File: config.mk
export PLATFORM = sky130hd
export DESIGN_NAME = bec_seq_p
export DESIGN_NICKNAME = d
export VERILOG_FILES = /design/src/rtl/bec_seq_p.sv
export SDC_FILE = /design/constraint.sdc
export NUM_CORES = 1
export LEC_CHECK = 0
export CAP_MARGIN = 10
export CORE_UTILIZATION = 46
export DETAILED_ROUTE_END_ITERATION = 10
export PLACE_DENSITY = 0.77
export SYNTH_ARGS = -nofsm -noshare
export SYNTH_HDL_FRONTEND = slang
export SYNTH_SLANG_ARGS = --single-unit
File: constraint.sdc
create_clock -name clk -period 2.45 [get_ports clk]
set_input_delay 0.735 -clock clk [delete_from_list [all_inputs] [get_ports clk]]
set_output_delay 0.735 -clock clk [all_outputs]
set_load 0.01 [all_outputs]
File: src/rtl/bec_seq_p.sv
// bec_seq_p: falling-edge channel issue sequencer with per-beat ack timeout and error hold.
// Define BEC_SEQ_ACT_MON_EN to enable the saturating activation counter and alarm.
module bec_seq_p #(
  parameter int NCH    = 4,
  parameter int TMO    = 15,
  parameter int CNT_W  = 8,
  parameter int THRESH = 5
) (
  input  logic             clk,
  input  logic             rst,
  input  logic             start,
  input  logic [3:0]       ch_sel,
  input  logic [1:0]       mode,
  input  logic [NCH-1:0]   ack,
  input  logic             clr,
  output logic [NCH-1:0]   issue,
  output logic             busy,
  output logic             done,
  output logic             err,
  output logic [CNT_W-1:0] act_cnt,
  output logic             act_alarm
);
  localparam logic [2:0] IDLE   = 3'd0;
  localparam logic [2:0] ISSUE  = 3'd1;
  localparam logic [2:0] WAIT   = 3'd2;
  localparam logic [2:0] FINISH = 3'd3;
  localparam logic [2:0] ERROR  = 3'd4;
  localparam logic [4:0] NCH_V  = 5'(NCH);
  localparam logic [7:0] TMO_V  = 8'(TMO);
  logic [2:0]     state, nxt;
  logic [7:0]     tmr;
  logic [1:0]     beat, mode_q;
  logic [3:0]     ch_q;
  logic [NCH-1:0] sel_oh;
  logic           ack_hit;
  assign sel_oh  = NCH'(1) << ch_q;
  assign ack_hit = |(ack & sel_oh);
  always_ff @(negedge clk or negedge rst)
    if (!rst) state <= IDLE;
    else      state <= nxt;
  always_comb begin
    nxt = IDLE;
    case (state)
      IDLE:    nxt = !start ? IDLE : ({1'b0, ch_sel} < NCH_V) ? ISSUE : ERROR;
      ISSUE:   nxt = WAIT;
      // ack wins over an expiring timer in the same cycle
      WAIT:    nxt = ack_hit ? FINISH : (tmr <= 8'd1) ? ERROR : WAIT;
      FINISH:  nxt = (beat < mode_q) ? ISSUE : IDLE;
      ERROR:   nxt = clr ? IDLE : ERROR;
      default: nxt = IDLE;
    endcase
  end
  always_comb begin
    issue = (state == ISSUE) ? sel_oh : '0;
    busy  = state != IDLE;
    done  = state == FINISH;
    err   = state == ERROR;
  end
  always_ff @(negedge clk or negedge rst)
    if (!rst) begin
      tmr    <= '0;
      beat   <= '0;
      ch_q   <= '0;
      mode_q <= '0;
    end else begin
      if (state == IDLE && start) begin
        ch_q   <= ch_sel;
        mode_q <= mode;
        beat   <= '0;
      end
      if (state == ISSUE) tmr <= TMO_V;
      else if (state == WAIT && !ack_hit) tmr <= tmr - 8'd1;
      if (state == FINISH && beat < mode_q) beat <= beat + 2'd1;
    end
`ifdef BEC_SEQ_ACT_MON_EN
  logic [CNT_W-1:0] cnt;
  always_ff @(negedge clk or negedge rst)
    if (!rst) cnt <= '0;
    else if (state == WAIT && nxt == FINISH && cnt != '1) cnt <= cnt + CNT_W'(1);
  assign act_cnt   = cnt;
  assign act_alarm = 32'(cnt) >= 32'(THRESH);
`else
  assign act_cnt   = '0;
  assign act_alarm = 1'b0;
`endif
endmodule

======== Word level (Yosys, flattened, before mapping) ========
Index checks and enable logic that the tools add are counted.
Widths: inputs -> output; s select.
storage, ports and cells
  input port bits ......................... 14
  register bits ........................... 19
  output and inout bits ................... 16
cells by class
  reductions and logical operators ........ 9
  add/subtract/negate cells ............... 2
  $lt $le $gt $ge ......................... 3
  shifts and indexed selects .............. 1
  bitwise logic cells ..................... 1
  mux-type cells .......................... 12
  equality and inequality tests ........... 4
operators by type and width
  cell                 number
  $mux 8               2
  $mux 3               5
  $pmux 3 s5           1
  $le 8x1->1 const B   1
  $sub 8x1->8 const B  1
  $eq 3x2->1 const B   2
  $and 4x4->4          1
  $lt 4x3->1 const B   1
  $mux 2               2
  $mux 4               1
  $reduce_bool 2->1    2
  $reduce_or 4->1      1
  $shl 1x4->4 const A  1
  $eq 3x1->1 const B   1
  $eq 3x3->1 const B   1
  $logic_and 1x1->1    3
  $logic_not 3->1      1
  $reduce_bool 3->1    1
  $add 2x1->2 const B  1
  $lt 2x2->1           1
  $logic_not 1->1      1
  $mux 1               1

======== Depth between registers and ports, before layout ========
Gate-level depths: netlist of run 1.
  word-level depth ........................ 7
  gate-level depth with buffers ........... 6

==> results of run 1 <==
==> power groups by stage <==
stage / Combinational [µW] / Clock [µW] / Sequential (µW)
CTS: 798 / 159 / 544
global route: 937 / 167 / 583
finish: 873 / 157 / 568
floorplan: 385 / 0 / 545
detailed placement: 648 / 0 / 545
global placement: 621 / 0 / 536
==> worst max path at each step <==
stage,end,cells past startpoint,startpoint,slack [ns]
global placement,tmr[7]$_DFFE_NN0P_,5,ack[3],-1.28
CTS,issue[3],5,state[0]$_DFF_NN0_,-0.92
floorplan,tmr[7]$_DFFE_NN0P_,4,ack[3],-0.83
detailed placement,tmr[5]$_DFFE_NN0P_,5,ack[2],-1.32
global route,issue[1],5,state[0]$_DFF_NN0_,-0.99
finish,issue[0],5,state[0]$_DFF_NN0_,-0.94
==> sequential cells by signal, summed over array words and instances (netlist names) <==
name and cells:
beat 2, mode_q 2, state 3, tmr 8, ch_q 4
==> final cells by class <==
cell class	instances	area, µm²	share of cell area [%]
clock buffer	4	26.3	1.59
inverter	8	42.5	2.57
multi-input combinational	79	654	39.5
sequential	19	475	28.7
tap	28	35.0	2.11
timing repair buffer	46	423	25.5
==> what timing repair did <==
action | CTS | global route
pin swaps | 8 | 9
endpoints found under the setup margin | 26 | 24
endpoints found under the hold margin | 0 | 0
setup buffers | 8 | 3
gates resized for setup | 74 | 10
==> cells in the final DEF (no fill, tap or decap), drive strengths merged <==
cell type,instances
a2111o,1
a2111oi,1
a211oi,2
a21o,1
a21oi,4
a221o,1
a22o,1
a31oi,2
buf,38
clkbuf,4
clkdlybuf4s50,6
conb,9
dfrtn,19
dlygate4sd2,2
ha,3
inv,8
mux2,4
mux2i,3
mux4,1
nand2,6
nand2b,2
nand3,3
nand3b,1
nor2,8
nor2b,1
nor3,5
nor3b,2
nor4,1
o211ai,1
o21ai,6
o31ai,1
or2,1
or3,4
or3b,2
or4,1
xnor2,1
==> through the flow <==
| stage | area [µm²] | utilization [%] | TNS, ns | power, µW | cells |
|---|---|---|---|---|---|
| 2_1_floorplan | 1170 | - | -11.55 | 930 | 117 |
| 3_3_place_gp | 1460 | 66.7 | -25.28 | 1160 | 171 |
| 3_5_place_dp | 1460 | 66.7 | -26.21 | 1190 | 171 |
| 4_1_cts | 1610 | 73.3 | -12.51 | 1500 | 182 |
| 5_1_grt | 1660 | 75.6 | -13.56 | 1690 | 184 |
| 6_report | 1660 | 75.6 | -12.73 | 1600 | 184 |
==> metal layers <==
metal  wire [µm]  vias up
li1            -      464
met1        1070      480
met2        1570       42
met3         162        6
met4          69        0
met5           0        -
==> cell families (layout without fill, tap and decap cells) <==
kind of cell / Yosys count / count (layout)
flops: 19 / 19
compound gates: 21 / 21
other cells: 1 / 9
buf+inv: 19 / 58
simple gates: 37 / 37
xor+xnor: 1 / 1
fa+ha+maj: 3 / 3
mux: 8 / 8
==> results.md, run 1 <==
- The global-route met2 utilization is a little under half.
- The clock passes through at most 2 buffers.
- The part of the power in registers is between 30% and 40%.
- STA classifies the critical path endpoint as an output pin.
- The main combinational cell family by area after synthesis is simple AND/OR/NAND/NOR gates.
- Clock tree synthesis found a total of 19 sinks.
- Ranked by instance count, the synthesized netlist is headed by dfrtn_1 (19), buf_4 (9), inv_1 (8), nor2_1 (8).
- The number of synthesis warnings is 0.
- The startpoint identified for the worst hold timing path is tmr[4]$_DFFE_NN0P_.
- In this run the most used layer during global routing was met2.
- Measured along the y axis, the die boundary spans around 50 µm.
- The congestion estimate from routability-driven global placement came to 0.898.
- The initial antenna violation count came to 0.
- The post-synthesis sequential element count is 19.
- For this design the static power due to leakage is approximately 0.00076 µW.
- The kind of cell adding the most delay to the critical path is flip-flops.
- Among all stages on the critical path, the largest delay is contributed by dfrtn_1.
- The worst setup slack for register-to-register paths is between 0.2 and 0.3 ns.
- The global-route usage over all layers is between 20% and 30%.
- The mapped netlist covers approximately 0.0011 mm².
- The delay of the slowest critical-path stage is between 0.4 and 0.5 ns.
- Sequential cells were found to cover between 40% and 50% of the synthesized design area.
- The number of DRC markers in iteration 0 is 12.
- The number of nets in the finished design is ~170.
- The number of nets with antenna violations after routing is 0.
- The share of power burned in combinational logic is between 50 and 60%.
- In the routed layout, each cell is associated on average with a via count of between 5 and 6.
- The number of levels in the clock H-tree is 1.
- The worst endpoint required time is 1.71 ns.
- The post-layout worst setup margin is -0.942 ns.
- The CTS tree is yes.
- The net switching fraction of the power is a little under two fifths.
- The type of the worst setup path is reg -> out.
- The die boundary width is 50.1 µm.
- The die area is 0.00251 mm².
- The actual transition at the worst max-transition pin is 0.624 ns.
- The cell accounting for the most synthesized area is dfrtn_1.
- The signal on the critical path passes through nor3b_4 -> buf_6 -> nand2_4 -> nor3_2 -> buf_2.
- For the worst flop-to-flop path, the logic depth is 8.
- Setup repair after global routing could not meet its margin everywhere.
- The flow ran to the end, but the final reports show violations.
- After Yosys synthesis, and, or, nand and nor cells account for between 10% and 20% of the synthesized area.
- The end of the worst register-to-register path is tmr[6]$_DFFE_NN0P_.
- The power density relative to cell area is about 960 mW/mm².
- In the synthesized netlist, the number of instances is approximately 110.
- The hold violation count in the final report is 0.
- Global routing used 27.1% of the available met1 tracks.
- The via count of the routed design is between 900 and 1000.
- The cts-stage hold buffer count is 0.
- The path class of the tightest hold or removal check is reg -> reg.
- The most common cell in the synthesized netlist is dfrtn_1.
- The analysis attributes to net switching a power of 614 µW.
- The clock latency at the later pin of the worst-skew pair is 0.29 ns.
- The total area inside the core boundary comes to roughly 0.0022 mm².
- The number of global-route vias before repair is 1000.
- The number of enable flip-flop cells after synthesis is 0.
- Summing the areas of all fa, ha and maj instances in the mapped netlist gives between 3 and 4% of the synthesized area.
- The critical path contains buffers and inverters numbering 2 combined.
- The multiplexer share of the synthesized area is roughly 9.2%.
- A synthesized cell averages between 9 and 10 µm².
- The relative contribution of the clock network to total power is under 10%.
- The clock-pin slew on the worst setup and hold paths is 0.07 ns.
- For met3 alone, demand over resource in global routing was 3.09%.
- For this design the top-level I/O count stands at 30.
- For the final database, setup skew stands at around 0.0029 ns.
- The total length of routed wires is 2.88 mm.
- The number of buffers inserted by port buffering is 20.
- The number of different library cells in the post-synthesis netlist is 35.
- The fraction of final layout cells with drive strength greater than 1 is approximately 44%.
- The count of standard-cell rows is 17.
- The repair_antennas step left the layout with diodes totalling 0.
- The number of endpoints failing setup at the final stage is 23.
- The number of clock buffers added by TritonCTS is 3.
- The tree is rooted in a clkbuf_4.
- The peak supply drop is 0.698 mV.
- The final routed wire length divided by cell count is ~16 µm.
- The share of the synthesized area in compound gates (AO/OA/AOI/OAI) is between 10% and 20%.
- The HPWL after detailed placement is between 1.5 and 2 mm.
- The maximum fanout along the worst path is 2.
- The wire length of the first global-routing pass is approximately 4.5 mm.
- The share of the synthesized area in the top cell type is 44.7%.
- The number of maximum-capacitance constraint violations is 0.
- Data on the critical path arrives at its endpoint at about 2.7 ns.
- In this run the tightest slew margin relative to its limit is about three fifths.
- For this run, design rule violations remaining after detail routing come to 0.
- The startpoint of the worst register-to-register path is ch_q[0]$_DFFE_NN0P_.
- The first detailed-routing pass ran for 4 iterations.
- The tightest hold margin is 0.439 ns.
- In the synthesized netlist the dominant register cell turns out to be dfrtn_1.
- The final-layout fill cell count is about 160.
- The largest net degree at the start of global routing is 20.
- The sum of overflow across all layers after global routing is 0.
- The path with the worst hold slack has its endpoint at tmr[4]$_DFFE_NN0P_.
- From synthesis to final layout, the design area changed by 55.8%.
- Sorting the synthesized cells by area gives the leading types as dfrtn_1 (45%), buf_4 (6.4%), mux2_2 (4.2%).
- The synthesized netlist devotes less than 1% of its cell area to XOR and XNOR gates.
- The checks that failed: negative setup slack.
- The worst hold path stage count is 1.
- The starting density of the core is between 40% and 50%.
- The number of pins with negative max-slew slack in the final report is 0.
- The kind of launch point of the worst setup path is a flop.
- In the synthesized netlist the async set-or-reset flop fraction comes to 100%.
- The worst setup timing slack at the placement stage is -1.32 ns.
- The internal cell power is ~1000 µW.
Note: power is estimated with default switching activity, not from simulation.
==> inputs of run 2 (changes only) <==
--- a/config.mk
+++ b/config.mk
@@ -12,3 +12,4 @@
 export SYNTH_ARGS = -nofsm -noshare
 export SYNTH_HDL_FRONTEND = slang
 export SYNTH_SLANG_ARGS = --single-unit
+export TNS_END_PERCENT = 20
==> run 2 against run 1 <==
Against the previous run: the flow still finishes with violations (negative setup slack); die area did not move; via count fell by 1.2%; power decreased by 9.1%; global-route usage is 1.7 points lower; first-iteration DRC count up 110%; register-to-register slack hardly changed.
==> results.md, run 2 (synthesis results as in run 1) <==
- The flow ran to the end, but the final reports show violations.
- The checks that failed: negative setup slack.
- The number of buffers inserted by port buffering was 20 (unchanged).
- The die boundary width is 50.1 µm (unchanged).
- The final-layout setup total negative slack was -11.78 ns (+0.952 ns).
- The power density relative to cell area is 942 mW/mm² (-2.3%).
- The area of all sequential standard cells is 475 µm² (unchanged).
- The area growth from synthesis to layout is 44.9%.
- The origin of the worst setup path is state[0]$_DFF_NN0_.
- The static power due to leakage is 0.000743 µW (-2.8%).
- The clock-pin slew on the worst setup and hold paths is 0.07 ns (about the same).
- For this design, the slowest cell found on the critical path is dfrtn_1.
- The worst setup slack for register-to-register paths is 0.27 ns (about the same).
- The weighted congestion reported at the end of routability-driven placement is 0.864 (-3.8%).
- The clock skew was 0.00156 ns (-0.00131 ns).
- The area of the core is 0.00219 mm² (unchanged).
- The maximum fanout along the worst path is 2 (unchanged).
- The post-place instance area is 0.00140 mm² (-3.9%).
- The overall power consumption is 1450 µW (-9.1%).
- The post-route cell area came to 0.00154 mm² (-6.9%).
- The total clock sinks is 19 (unchanged).
- The number of antenna repair diodes is 0 (unchanged).
- The number of placed cells counting well taps was 170 (-0.58%).
- Traced cell by cell, the critical path runs through nor3b_4 -> buf_6 -> nand2_4 -> nor3_2 -> buf_2.
- The critical path depth in cells is 5 (unchanged).
- The overall die height was 50.1 µm (unchanged).
- The capturing element of the worst setup path is issue[2].
- The count of standard-cell rows was 17 (unchanged).
- The die area is 0.00251 mm² (unchanged).
- The fraction of final layout cells with drive strength greater than 1 came to 38.7% (-4.9 points).
- The kind of launch point of the worst setup path is a flop.
- The number of top-level pins is 30 (unchanged).
- The number of levels in the clock H-tree is 1 (unchanged).
- The final-layout fill cell count came to 171 (+10%).
- The number of nets with antenna violations after routing came to 0 (unchanged).
- The detailed-routed wire length on met3 came to 149 µm (-8.0%).
- The type of the worst setup path is reg -> out.
- The via count normalized by instance count is 5.51 (+2.1%).
- The first-pass iteration count of the detailed router came to 4 (unchanged).
- The largest register by flop count is tmr.
- The number of nets in the finished design is 168 (-3.4%).
- The sum of overflow across all layers after global routing is 0 (unchanged).
- The number of global-route vias before repair is 1000 (unchanged).
- The number of flip-flops in the largest register is 8 (unchanged).
- The worst path arrival time is 2.68 ns (+0.02 ns).
- The number of pins with negative max-slew slack in the final report is 0 (unchanged).
- The top routing layer in use is met4.
- The wire length on met1 is 979 µm (-8.7%).
- The detailed placement HPWL is 1.84 mm (+5.2%).
- The top cell types in the final layout, fill and taps aside, are dfrtn_1 (19), buf_4 (13), buf_6 (11).
- The number of DRC markers in iteration 0 is 25 (+13).
- The actual transition at the worst max-transition pin is 0.725 ns (+0.102 ns).
- The path depth of the worst reg2reg path is 5 (-3).
- TritonCTS built the clock tree.
- The global-route usage over all layers is 22.9% (-1.7 points).
- In this run the critical register-to-register path is captured at tmr[7]$_DFFE_NN0P_.
- The via count of the routed design is 980 (-1.2%).
- STA classifies the critical path endpoint as an output pin.
- The combined area of the multi-input logic cells is 611 µm² (-6.7%).
- In the final layout, the registers with the most flip-flops are tmr (8), ch_q (4), state (3).
- The final cell count without fillers is 178 (-3.3%).
- The starting density of the core is 48.5% (unchanged).
- The wire length of the first global-routing pass was 4.24 mm (-5.7%).
- In this run the worst hold path is classified as reg -> reg.
- The remaining routing DRC violations was 0 (unchanged).
- The number of maximum-capacitance constraint violations was 0 (unchanged).
- The hold violation count in the final report is 0 (unchanged).
- The final routed wire length divided by cell count is 14.9 µm (-4.4%).
- The startpoint of the worst register-to-register path is ch_q[0]$_DFFE_NN0P_.
- The post-layout worst setup margin is -0.967 ns (-0.0251 ns).
- CTS placed an instance of clkbuf_4 at the clock tree root.
- The worst endpoint required time is 1.71 ns (about the same).
- The deepest clock path buffer count is 2 (unchanged).
- The peak supply drop is 0.781 mV (+12%).
- The cts-stage hold buffer count is 0 (unchanged).
- The initial antenna violation count is 0 (unchanged).
- The cell family contributing the most delay on the critical path is simple AND/OR/NAND/NOR gates.
- The clock latency at the later pin of the worst-skew pair is 0.30 ns (about the same).
- The worst-case headroom to the max-slew limit was 51.3% (-6.8 points).
- The total length of routed wires is 2.66 mm (-7.5%).
- The number of endpoints failing setup at the final stage was 20 (-13%).
- The total CTS buffers is 3 (unchanged).
- The buffers plus inverters on the worst setup path was 2 (unchanged).
- The detailed route wirelength on metal2 came to 1.49 mm (-5.2%).
- The delay of the slowest critical-path stage is 0.42 ns (about the same).
- The largest net degree at the start of global routing is 20 (unchanged).
- Setup repair after global routing could not meet its margin everywhere.
- The leading cell type in the layout, fill and taps excluded is dfrtn_1.
- The worst setup timing slack at the placement stage is -1.39 ns (-0.0710 ns).
-- run 2: cell count changes in the layout (fill, tap and decap cells not counted), sizes merged --
cell           previous run  this run
buf                      38        30
dlymetal6s2s              0         3
clkbuf                    4         6
dlygate4sd2               2         0
clkdlybuf4s50             6         5
-- run 2: final cells by class --
cell class | count | share of cell area, %
clock buffer | 4 | 1.70
inverter | 8 | 1.95
multi-input combinational | 79 | 39.6
sequential | 19 | 30.8
tap | 28 | 2.27
timing repair buffer | 40 | 23.6
-- run 2: worst reg2reg max path: stages, from the launching register on --
cell and delay, ns:
dfrtn_1 0.53, buf_4 0.16, mux4_2 0.55, a2111o_1 0.48, or3_4 0.36, a21oi_2 0.13
-- run 2: through the flow --
| stage | util, % | hold slack [ns] |
|---|---|---|
| floorplan | - | 0.385 |
| global placement | 64.1 | 0.414 |
| detailed placement | 64.1 | 0.448 |
| CTS | 68.5 | 0.449 |
| global route | 70.4 | 0.467 |
| finish | 70.4 | 0.436 |
-- run 2: what timing repair did --
action | 4_1_cts | 5_1_grt
endpoints found under the setup margin | 26 | 25
resized for setup | 60 | 19
buffers inserted | 3 | 1
pin swaps | 11 | 6
-- run 2: power breakdown --
group          internal [µW]  total (µW)  switching, µW
logic                    391         727            337
clock network           63.6         161           97.4
registers                445         564            119
total                    899        1450            553
-- run 2: per-layer routing --
metal / vias up / GRT usage [%]
met5: - / 0
met4: 0 / 12.4
met3: 6 / 3.70
met2: 49 / 40.7
met1: 471 / 25.7
li1: 454 / -
-- run 2: how the worst min path moves through the flow --
stage	start	cells past startpoint	to
after CTS	tmr[4]$_DFFE_NN0P_	1	tmr[4]$_DFFE_NN0P_
after global routing	tmr[0]$_DFFE_NN0P_	1	tmr[0]$_DFFE_NN0P_
after floorplan	tmr[4]$_DFFE_NN0P_	1	tmr[4]$_DFFE_NN0P_
after detailed placement	tmr[4]$_DFFE_NN0P_	1	tmr[4]$_DFFE_NN0P_
after global placement	tmr[4]$_DFFE_NN0P_	1	tmr[4]$_DFFE_NN0P_
final	tmr[4]$_DFFE_NN0P_	1	tmr[4]$_DFFE_NN0P_
